File: config.mk
export PLATFORM = sky130hd
export DESIGN_NAME = stereo_disparity_engine_flat
export DESIGN_NICKNAME = d
export VERILOG_FILES = /design/src/rtl/stereo_disparity_engine_if.sv /design/src/rtl/stereo_disparity_engine.sv /design/src/flat_wrapper.sv
export SDC_FILE = /design/constraint.sdc
export NUM_CORES = 1
export LEC_CHECK = 0
export CORE_MARGIN = 2
export CORE_UTILIZATION = 62
export DETAILED_ROUTE_END_ITERATION = 7
export PLACE_DENSITY = 0.84
export SLEW_MARGIN = 25
export SYNTH_ARGS = -nofsm -noshare
export SYNTH_HDL_FRONTEND = slang
export SYNTH_SLANG_ARGS = --single-unit
File: constraint.sdc
create_clock -name clk_in -period 6.89 [get_ports clk_in]
set_clock_uncertainty 0.2 [all_clocks]
set_input_delay 1.0335 -clock clk_in [delete_from_list [all_inputs] [get_ports clk_in]]
set_output_delay 1.0335 -clock clk_in [all_outputs]
set_load 0.03 [all_outputs]
File: src/rtl/stereo_disparity_engine_if.sv
// Frame-buffer read bus and disparity result stream of the stereo block matcher.
// The engine drives the master side; memories and the result store sit on the slave side.
interface stereo_disparity_engine_if #(
    parameter int IMG_W      = 240,
    parameter int IMG_H      = 320,
    parameter int BLOCK_SIZE = 6,
    parameter int MAX_DISP   = 63,
    parameter int PIX_W      = 8
);
    localparam int X_W    = $clog2(IMG_W);
    localparam int Y_W    = $clog2(IMG_H);
    localparam int D_W    = $clog2(MAX_DISP + 1);
    localparam int COST_W = $clog2(longint'(BLOCK_SIZE) * BLOCK_SIZE *
                                   ((longint'(1) << PIX_W) - 1) *
                                   ((longint'(1) << PIX_W) - 1) + 1);

    logic                          rd_en;
    logic [Y_W-1:0]                rd_y;
    logic [X_W-1:0]                rd_left_x;
    logic [X_W-1:0]                rd_right_x;
    logic [BLOCK_SIZE*PIX_W-1:0]   rd_left_data;
    logic [BLOCK_SIZE*PIX_W-1:0]   rd_right_data;

    logic                          disp_valid;
    logic                          disp_ready;
    logic [D_W-1:0]                disp_data;
    logic [X_W-1:0]                disp_x;
    logic [Y_W-1:0]                disp_y;
    logic [COST_W-1:0]             disp_cost;

    modport master (
        output rd_en, rd_y, rd_left_x, rd_right_x,
        input  rd_left_data, rd_right_data,
        output disp_valid, disp_data, disp_x, disp_y, disp_cost,
        input  disp_ready
    );

    modport slave (
        input  rd_en, rd_y, rd_left_x, rd_right_x,
        output rd_left_data, rd_right_data,
        input  disp_valid, disp_data, disp_x, disp_y, disp_cost,
        output disp_ready
    );
endinterface

File: src/rtl/stereo_disparity_engine.sv
// Block-matching disparity engine: for each left block, searches right-image offsets
// 0..min(MAX_DISP,x) with SSD or SAD cost and streams the best match out.
module stereo_disparity_engine #(
    parameter int IMG_W       = 240,
    parameter int IMG_H       = 320,
    parameter int BLOCK_SIZE  = 6,
    parameter int MAX_DISP    = 63,
    parameter int PIX_W       = 8,
    parameter int MEM_LATENCY = 2
) (
    input  logic clk_in,
    input  logic rst_in,
    input  logic start_in,
    input  logic mode_in,
    output logic busy,
    output logic done,
    stereo_disparity_engine_if.master bus
);
    localparam int X_W    = $clog2(IMG_W);
    localparam int Y_W    = $clog2(IMG_H);
    localparam int D_W    = $clog2(MAX_DISP + 1);
    localparam int COST_W = $clog2(longint'(BLOCK_SIZE) * BLOCK_SIZE *
                                   ((longint'(1) << PIX_W) - 1) *
                                   ((longint'(1) << PIX_W) - 1) + 1);
    localparam int CNT_MAX = (BLOCK_SIZE > MEM_LATENCY) ? BLOCK_SIZE : MEM_LATENCY;
    localparam int CNT_W   = $clog2(CNT_MAX + 1);

    typedef enum logic [2:0] {
        S_IDLE, S_FETCH, S_DRAIN, S_COMPARE, S_EMIT, S_DONE
    } state_t;

    state_t                 state, state_nxt;
    logic                   mode_sad;
    logic [X_W-1:0]         x;
    logic [Y_W-1:0]         y;
    logic [D_W-1:0]         d, d_max, best_d;
    logic [CNT_W-1:0]       cnt;
    logic [COST_W-1:0]      acc, best_cost, row_cost;
    logic [MEM_LATENCY-1:0] vld_pipe;
    logic                   fetching, fetch_last, drain_last;
    logic                   take, more_cand, x_last, last_pos;
    logic [2*PIX_W-1:0]     pix_cost [BLOCK_SIZE];

    assign fetching   = (state == S_FETCH);
    assign fetch_last = (cnt == CNT_W'(BLOCK_SIZE - 1));
    assign drain_last = (cnt == CNT_W'(MEM_LATENCY - 1));
    assign d_max      = (int'(x) < MAX_DISP) ? D_W'(x) : D_W'(MAX_DISP);
    assign take       = (d == '0) || (acc < best_cost);
    assign more_cand  = (d < d_max);
    assign x_last     = (x == X_W'(IMG_W - BLOCK_SIZE));
    assign last_pos   = x_last && (y == Y_W'(IMG_H - BLOCK_SIZE));

    assign bus.rd_en      = fetching;
    assign bus.rd_y       = fetching ? y + Y_W'(cnt) : '0;
    assign bus.rd_left_x  = fetching ? x : '0;
    assign bus.rd_right_x = fetching ? x - X_W'(d) : '0;
    assign busy           = (state != S_IDLE) && (state != S_DONE);
    assign done           = (state == S_DONE);

    // Per-pixel cost of the returning row; the difference is taken as a magnitude first.
    for (genvar i = 0; i < BLOCK_SIZE; i++) begin : g_pix
        logic [PIX_W-1:0]   lp, rp, ad;
        logic [2*PIX_W-1:0] adw;
        assign lp          = bus.rd_left_data[i*PIX_W +: PIX_W];
        assign rp          = bus.rd_right_data[i*PIX_W +: PIX_W];
        assign ad          = (lp > rp) ? lp - rp : rp - lp;
        assign adw         = {{PIX_W{1'b0}}, ad};
        assign pix_cost[i] = mode_sad ? adw : adw * adw;
    end

    always_comb begin
        row_cost = '0;
        for (int i = 0; i < BLOCK_SIZE; i++) begin
            row_cost = row_cost + COST_W'(pix_cost[i]);
        end
    end

    // NOTE: sequential state uses <= so every register samples pre-edge values.
    always_ff @(posedge clk_in or posedge rst_in) begin
        if (rst_in) state <= S_IDLE;
        else        state <= state_nxt;
    end

    // NOTE: next state is defaulted first so no path through the case can infer a latch.
    always_comb begin
        state_nxt = state;
        case (state)
            S_IDLE:    if (start_in) state_nxt = S_FETCH;
            S_FETCH:   if (fetch_last) state_nxt = S_DRAIN;
            S_DRAIN:   if (drain_last) state_nxt = S_COMPARE;
            S_COMPARE: state_nxt = more_cand ? S_FETCH : S_EMIT;
            S_EMIT:    if (bus.disp_ready) state_nxt = last_pos ? S_DONE : S_FETCH;
            S_DONE:    state_nxt = S_IDLE;
            default:   state_nxt = S_IDLE;
        endcase
    end

    always_ff @(posedge clk_in or posedge rst_in) begin
        if (rst_in) begin
            mode_sad       <= 1'b0;
            x              <= '0;
            y              <= '0;
            d              <= '0;
            cnt            <= '0;
            acc            <= '0;
            best_cost      <= '0;
            best_d         <= '0;
            vld_pipe       <= '0;
            bus.disp_valid <= 1'b0;
            bus.disp_data  <= '0;
            bus.disp_x     <= '0;
            bus.disp_y     <= '0;
            bus.disp_cost  <= '0;
        end else begin
            // Row data lands MEM_LATENCY cycles after its strobe; the shift tracks which cycles carry it.
            vld_pipe <= MEM_LATENCY'({vld_pipe, fetching});
            if (vld_pipe[MEM_LATENCY-1]) acc <= acc + row_cost;

            case (state)
                S_IDLE: begin
                    if (start_in) begin
                        mode_sad <= mode_in;
                        x        <= '0;
                        y        <= '0;
                        d        <= '0;
                        cnt      <= '0;
                        acc      <= '0;
                    end
                end
                S_FETCH: cnt <= fetch_last ? '0 : cnt + CNT_W'(1);
                S_DRAIN: cnt <= drain_last ? '0 : cnt + CNT_W'(1);
                S_COMPARE: begin
                    if (take) begin
                        best_cost <= acc;
                        best_d    <= d;
                    end
                    if (more_cand) begin
                        d   <= d + D_W'(1);
                        acc <= '0;
                    end else begin
                        bus.disp_valid <= 1'b1;
                        bus.disp_data  <= take ? d : best_d;
                        bus.disp_cost  <= take ? acc : best_cost;
                        bus.disp_x     <= x;
                        bus.disp_y     <= y;
                    end
                end
                S_EMIT: begin
                    if (bus.disp_ready) begin
                        bus.disp_valid <= 1'b0;
                        if (!last_pos) begin
                            if (x_last) begin
                                x <= '0;
                                y <= y + Y_W'(1);
                            end else begin
                                x <= x + X_W'(1);
                            end
                            d   <= '0;
                            acc <= '0;
                        end
                    end
                end
                default: ;
            endcase
        end
    end
endmodule

File: src/flat_wrapper.sv
// flat-port wrapper written by rule: the top's interface ports become plain ports
module stereo_disparity_engine_flat 
#(
    parameter int IMG_W       = 240,
    parameter int IMG_H       = 320,
    parameter int BLOCK_SIZE  = 6,
    parameter int MAX_DISP    = 63,
    parameter int PIX_W       = 8,
    parameter int MEM_LATENCY = 2
)
  (clk_in, rst_in, start_in, mode_in, busy, done, bus_rd_en, bus_rd_y, bus_rd_left_x, bus_rd_right_x, bus_rd_left_data, bus_rd_right_data, bus_disp_valid, bus_disp_data, bus_disp_x, bus_disp_y, bus_disp_cost, bus_disp_ready);
  stereo_disparity_engine_if #(.IMG_W(IMG_W), .IMG_H(IMG_H), .BLOCK_SIZE(BLOCK_SIZE), .MAX_DISP(MAX_DISP), .PIX_W(PIX_W)) bus_i ();
  input  logic clk_in;
  input  logic rst_in;
  input  logic start_in;
  input  logic mode_in;
  output logic busy;
  output logic done;
  output wire logic [$bits(bus_i.rd_en)-1:0] bus_rd_en;
  output wire logic [$bits(bus_i.rd_y)-1:0] bus_rd_y;
  output wire logic [$bits(bus_i.rd_left_x)-1:0] bus_rd_left_x;
  output wire logic [$bits(bus_i.rd_right_x)-1:0] bus_rd_right_x;
  input wire logic [$bits(bus_i.rd_left_data)-1:0] bus_rd_left_data;
  input wire logic [$bits(bus_i.rd_right_data)-1:0] bus_rd_right_data;
  output wire logic [$bits(bus_i.disp_valid)-1:0] bus_disp_valid;
  output wire logic [$bits(bus_i.disp_data)-1:0] bus_disp_data;
  output wire logic [$bits(bus_i.disp_x)-1:0] bus_disp_x;
  output wire logic [$bits(bus_i.disp_y)-1:0] bus_disp_y;
  output wire logic [$bits(bus_i.disp_cost)-1:0] bus_disp_cost;
  input wire logic [$bits(bus_i.disp_ready)-1:0] bus_disp_ready;
  assign bus_rd_en = bus_i.rd_en;
  assign bus_rd_y = bus_i.rd_y;
  assign bus_rd_left_x = bus_i.rd_left_x;
  assign bus_rd_right_x = bus_i.rd_right_x;
  assign bus_i.rd_left_data = bus_rd_left_data;
  assign bus_i.rd_right_data = bus_rd_right_data;
  assign bus_disp_valid = bus_i.disp_valid;
  assign bus_disp_data = bus_i.disp_data;
  assign bus_disp_x = bus_i.disp_x;
  assign bus_disp_y = bus_i.disp_y;
  assign bus_disp_cost = bus_i.disp_cost;
  assign bus_i.disp_ready = bus_disp_ready;
  stereo_disparity_engine #(.IMG_W(IMG_W), .IMG_H(IMG_H), .BLOCK_SIZE(BLOCK_SIZE), .MAX_DISP(MAX_DISP), .PIX_W(PIX_W), .MEM_LATENCY(MEM_LATENCY)) u_core (.clk_in(clk_in), .rst_in(rst_in), .start_in(start_in), .mode_in(mode_in), .busy(busy), .done(done), .bus(bus_i));
endmodule
==> impl_metrics.ini <==
[outcome]
status = complete, but fails checks
failed_checks = design-rule violations, negative setup slack

[logic_synthesis]
synth_area_sq_um = 23600
synth_flop_cell = dfrtp_1
synth.most_common_cell = inv_1
synthCells = 2798
synth.avg_cell_area_sq_um = 8.44
yosysTopAreaCellShare = 0.194
yosysUniqueCellTypes = 72
muxShareOfSynthArea = 0.0517
yosys-top-cells-area = fa_1, ha_1, dfrtp_1, inv_1, nor2_1
yosys.area.top_type = fa_1
ys_seq_elements = 128
synth_common_cells = inv_1, ha_1, nor2_1
synth-edff-count = 0
synth_top_family_by_area = adder cells
synthArstFlopShare = 1.00
synth_compound_area_frac = 0.134
synth-adder-area-share = 0.378
synth_nets = 3475
synth_warnings = 0
synth-simple-area-share = 0.147
yosysSeqAreaShare = 0.136
synth_xor_area_frac = 0.0649

[run]
drv_cap = 0

[routing]
vias = 25695
drt-wirelength-per-cell_um = 22.3
routed_wl_um = 90300
dr.pass1.iters = 8
drc_errors = 15
viasPerCell = 6.35
drtIter0Drc = 2962
drtAntennaViolNets = 0

[grt]
grt_max_degree = 82
antenna_found_initial = 3
grt_pass1_vias = 25230
grt_pass1_wl_um = 117000
grt_overflow = 0
grt.total_usage = 0.366

[setup_path]
critPathRequiredTime_ns = 7.05
path_class = input pin to flip-flop
r2r-end = u_core.acc[20]
crit_path_end_kind = flip-flop
path_max_fanout = 6
worstSetupStartpoint = bus_rd_left_data[2]
endpoint = u_core.acc[20]
worstRegToRegCells = 25
r2r_start = u_core.mode_sad
crit_arrival_ns = 12.16
crit_path_start_kind = input pin
slowest_stage = fa_1
regToRegSetupSlack_ns = -0.82
critical-path-max-stage-delay_ns = 0.69

[clock_network]
cts_buffers = 17
clk_latency_ns = 0.44
cts-hold-fix-buffers = 0
htreeDepth = 4
cts_sinks = 128
clockBufferDepth = 2
cts_tree = built
clkSlewWorstSetupHoldPaths_ns = 0.06
clockRootBuffer = clkbuf_16

[cells_and_area]
syn_to_final_growth_pct = 38.7
drive_above_1_share = 0.289
antenna_cells = 0
fill_cells = 1671
nNetsFinal = 4200

[timing]
hold_viol = 0
tns_ns = -77.40
setup_violations = 19
max_freq_mhz = 83.3
maxSlewViolCount = 0
worst_pin_slew_ns = 0.975
max-slew-margin-rel = 0.345
final.min_clock_period_ns = 12.01
rsz0062_at_grt = true
timing.final.crit_share = 1.74
whs_ns = 0.176
fin_ws_ns = -5.12

[floorplan]
io-pin-count = 175
start_util = 0.628
rows = 71
core_sq_um = 37600
dieArea_sq_um = 39600
chipWidth_um = 199
die_h_um = 199

[place]
place_congestion = 0.952
io_buffers = 174
detailed_place_hpwl_um = 53300

[hold_path]
hp-class = flip-flop to flip-flop
per-layer routing:
layer,track usage,up-vias,share of wire
li1,-,10698,-
met2,0.670,2035,0.47
met3,0.0599,922,0.11
met4,0.199,4,0.097
met1,0.405,12036,0.32
met5,0,-,0.00037
placed cells by master (no fill, tap or decap), types with 89 or more instances in the layout:
| cell type | n |
|---|---|
| a21oi_1 | 111 |
| fa_1 | 223 |
| xnor2_1 | 89 |
| nor2_1 | 297 |
| ha_1 | 299 |
| nand2_1 | 135 |
| clkdlybuf4s50_1 | 142 |
| o21ai_0 | 100 |
| inv_1 | 424 |
| dfrtp_1 | 127 |
| buf_4 | 585 |
repair_timing:
item,CTS,global route
hold endpoints to repair,0,0
pin swaps,112,73
endpoints found under the setup margin,19,19
setup buffers,35,25
gates resized for setup,202,152
state kept, by name (all words and copies together) (netlist names):
name,count
u_core.acc,22
u_core.best_cost,22
u_core.bus.disp_cost,22
u_core.bus.disp_y,9
u_core.y,9
u_core.bus.disp_x,8
u_core.x,8
u_core.best_d,6
u_core.bus.disp_data,6
u_core.d,6
u_core.cnt,3
u_core.state,3
u_core.vld_pipe,2
u_core.bus.disp_valid,1
u_core.mode_sad,1
cell type report:
cell class	instances	area (sq um)	area share
Tap cell	511	639	0.0195
Timing Repair Buffer	793	6460	0.197
Clock buffer	19	453	0.0138
Clock inverter	13	138	0.00420
Sequential cell	128	3200	0.0979
Multi-Input combinational cell	2115	20100	0.613
Inverter	468	1780	0.0544
worst max-delay path, delay by kind of cell:
family,cells,cell delay (ns)
adder cells (fa/ha/maj),10,4.63
AND/OR/NAND/NOR,11,1.91
AO/OA/AOI/OAI,7,1.77
buffers and inverters,10,1.61
XOR/XNOR,5,0.87
multiplexers,1,0.34
worst min path at each step:
stage | startpoint | end | cells past startpoint
6_report | u_core.vld_pipe[0] | u_core.vld_pipe[1] | 0
5_1_grt | u_core.vld_pipe[0] | u_core.vld_pipe[1] | 0
4_1_cts | u_core.vld_pipe[0] | u_core.vld_pipe[1] | 0
3_5_place_dp | u_core.vld_pipe[0] | u_core.vld_pipe[1] | 0
3_3_place_gp | u_core.vld_pipe[0] | u_core.vld_pipe[1] | 0
2_1_floorplan | u_core.vld_pipe[0] | u_core.vld_pipe[1] | 0
cell families after synthesis:
logic type | after synthesis
simple gates | 751
fa+ha+maj | 576
buf+inv | 555
compound gates | 497
xor+xnor | 175
flops | 128
mux | 116
per-stage QoR:
step / cells / area (sq um) / setup WS [ns] / utilization
CTS: 4024 / 31900 / -3.81 / 0.850
global placement: 3959 / 30500 / -4.56 / 0.812
floorplan: 2798 / 24200 / -3.78 / -
detailed placement: 3959 / 30500 / -4.82 / 0.812
global route: 4047 / 32700 / -5.20 / 0.871
finish: 4047 / 32700 / -5.12 / 0.871
Power is left out: the tool's default activity adds up to more than one toggle a clock period on the data nets, which glitch-free logic cannot reach.
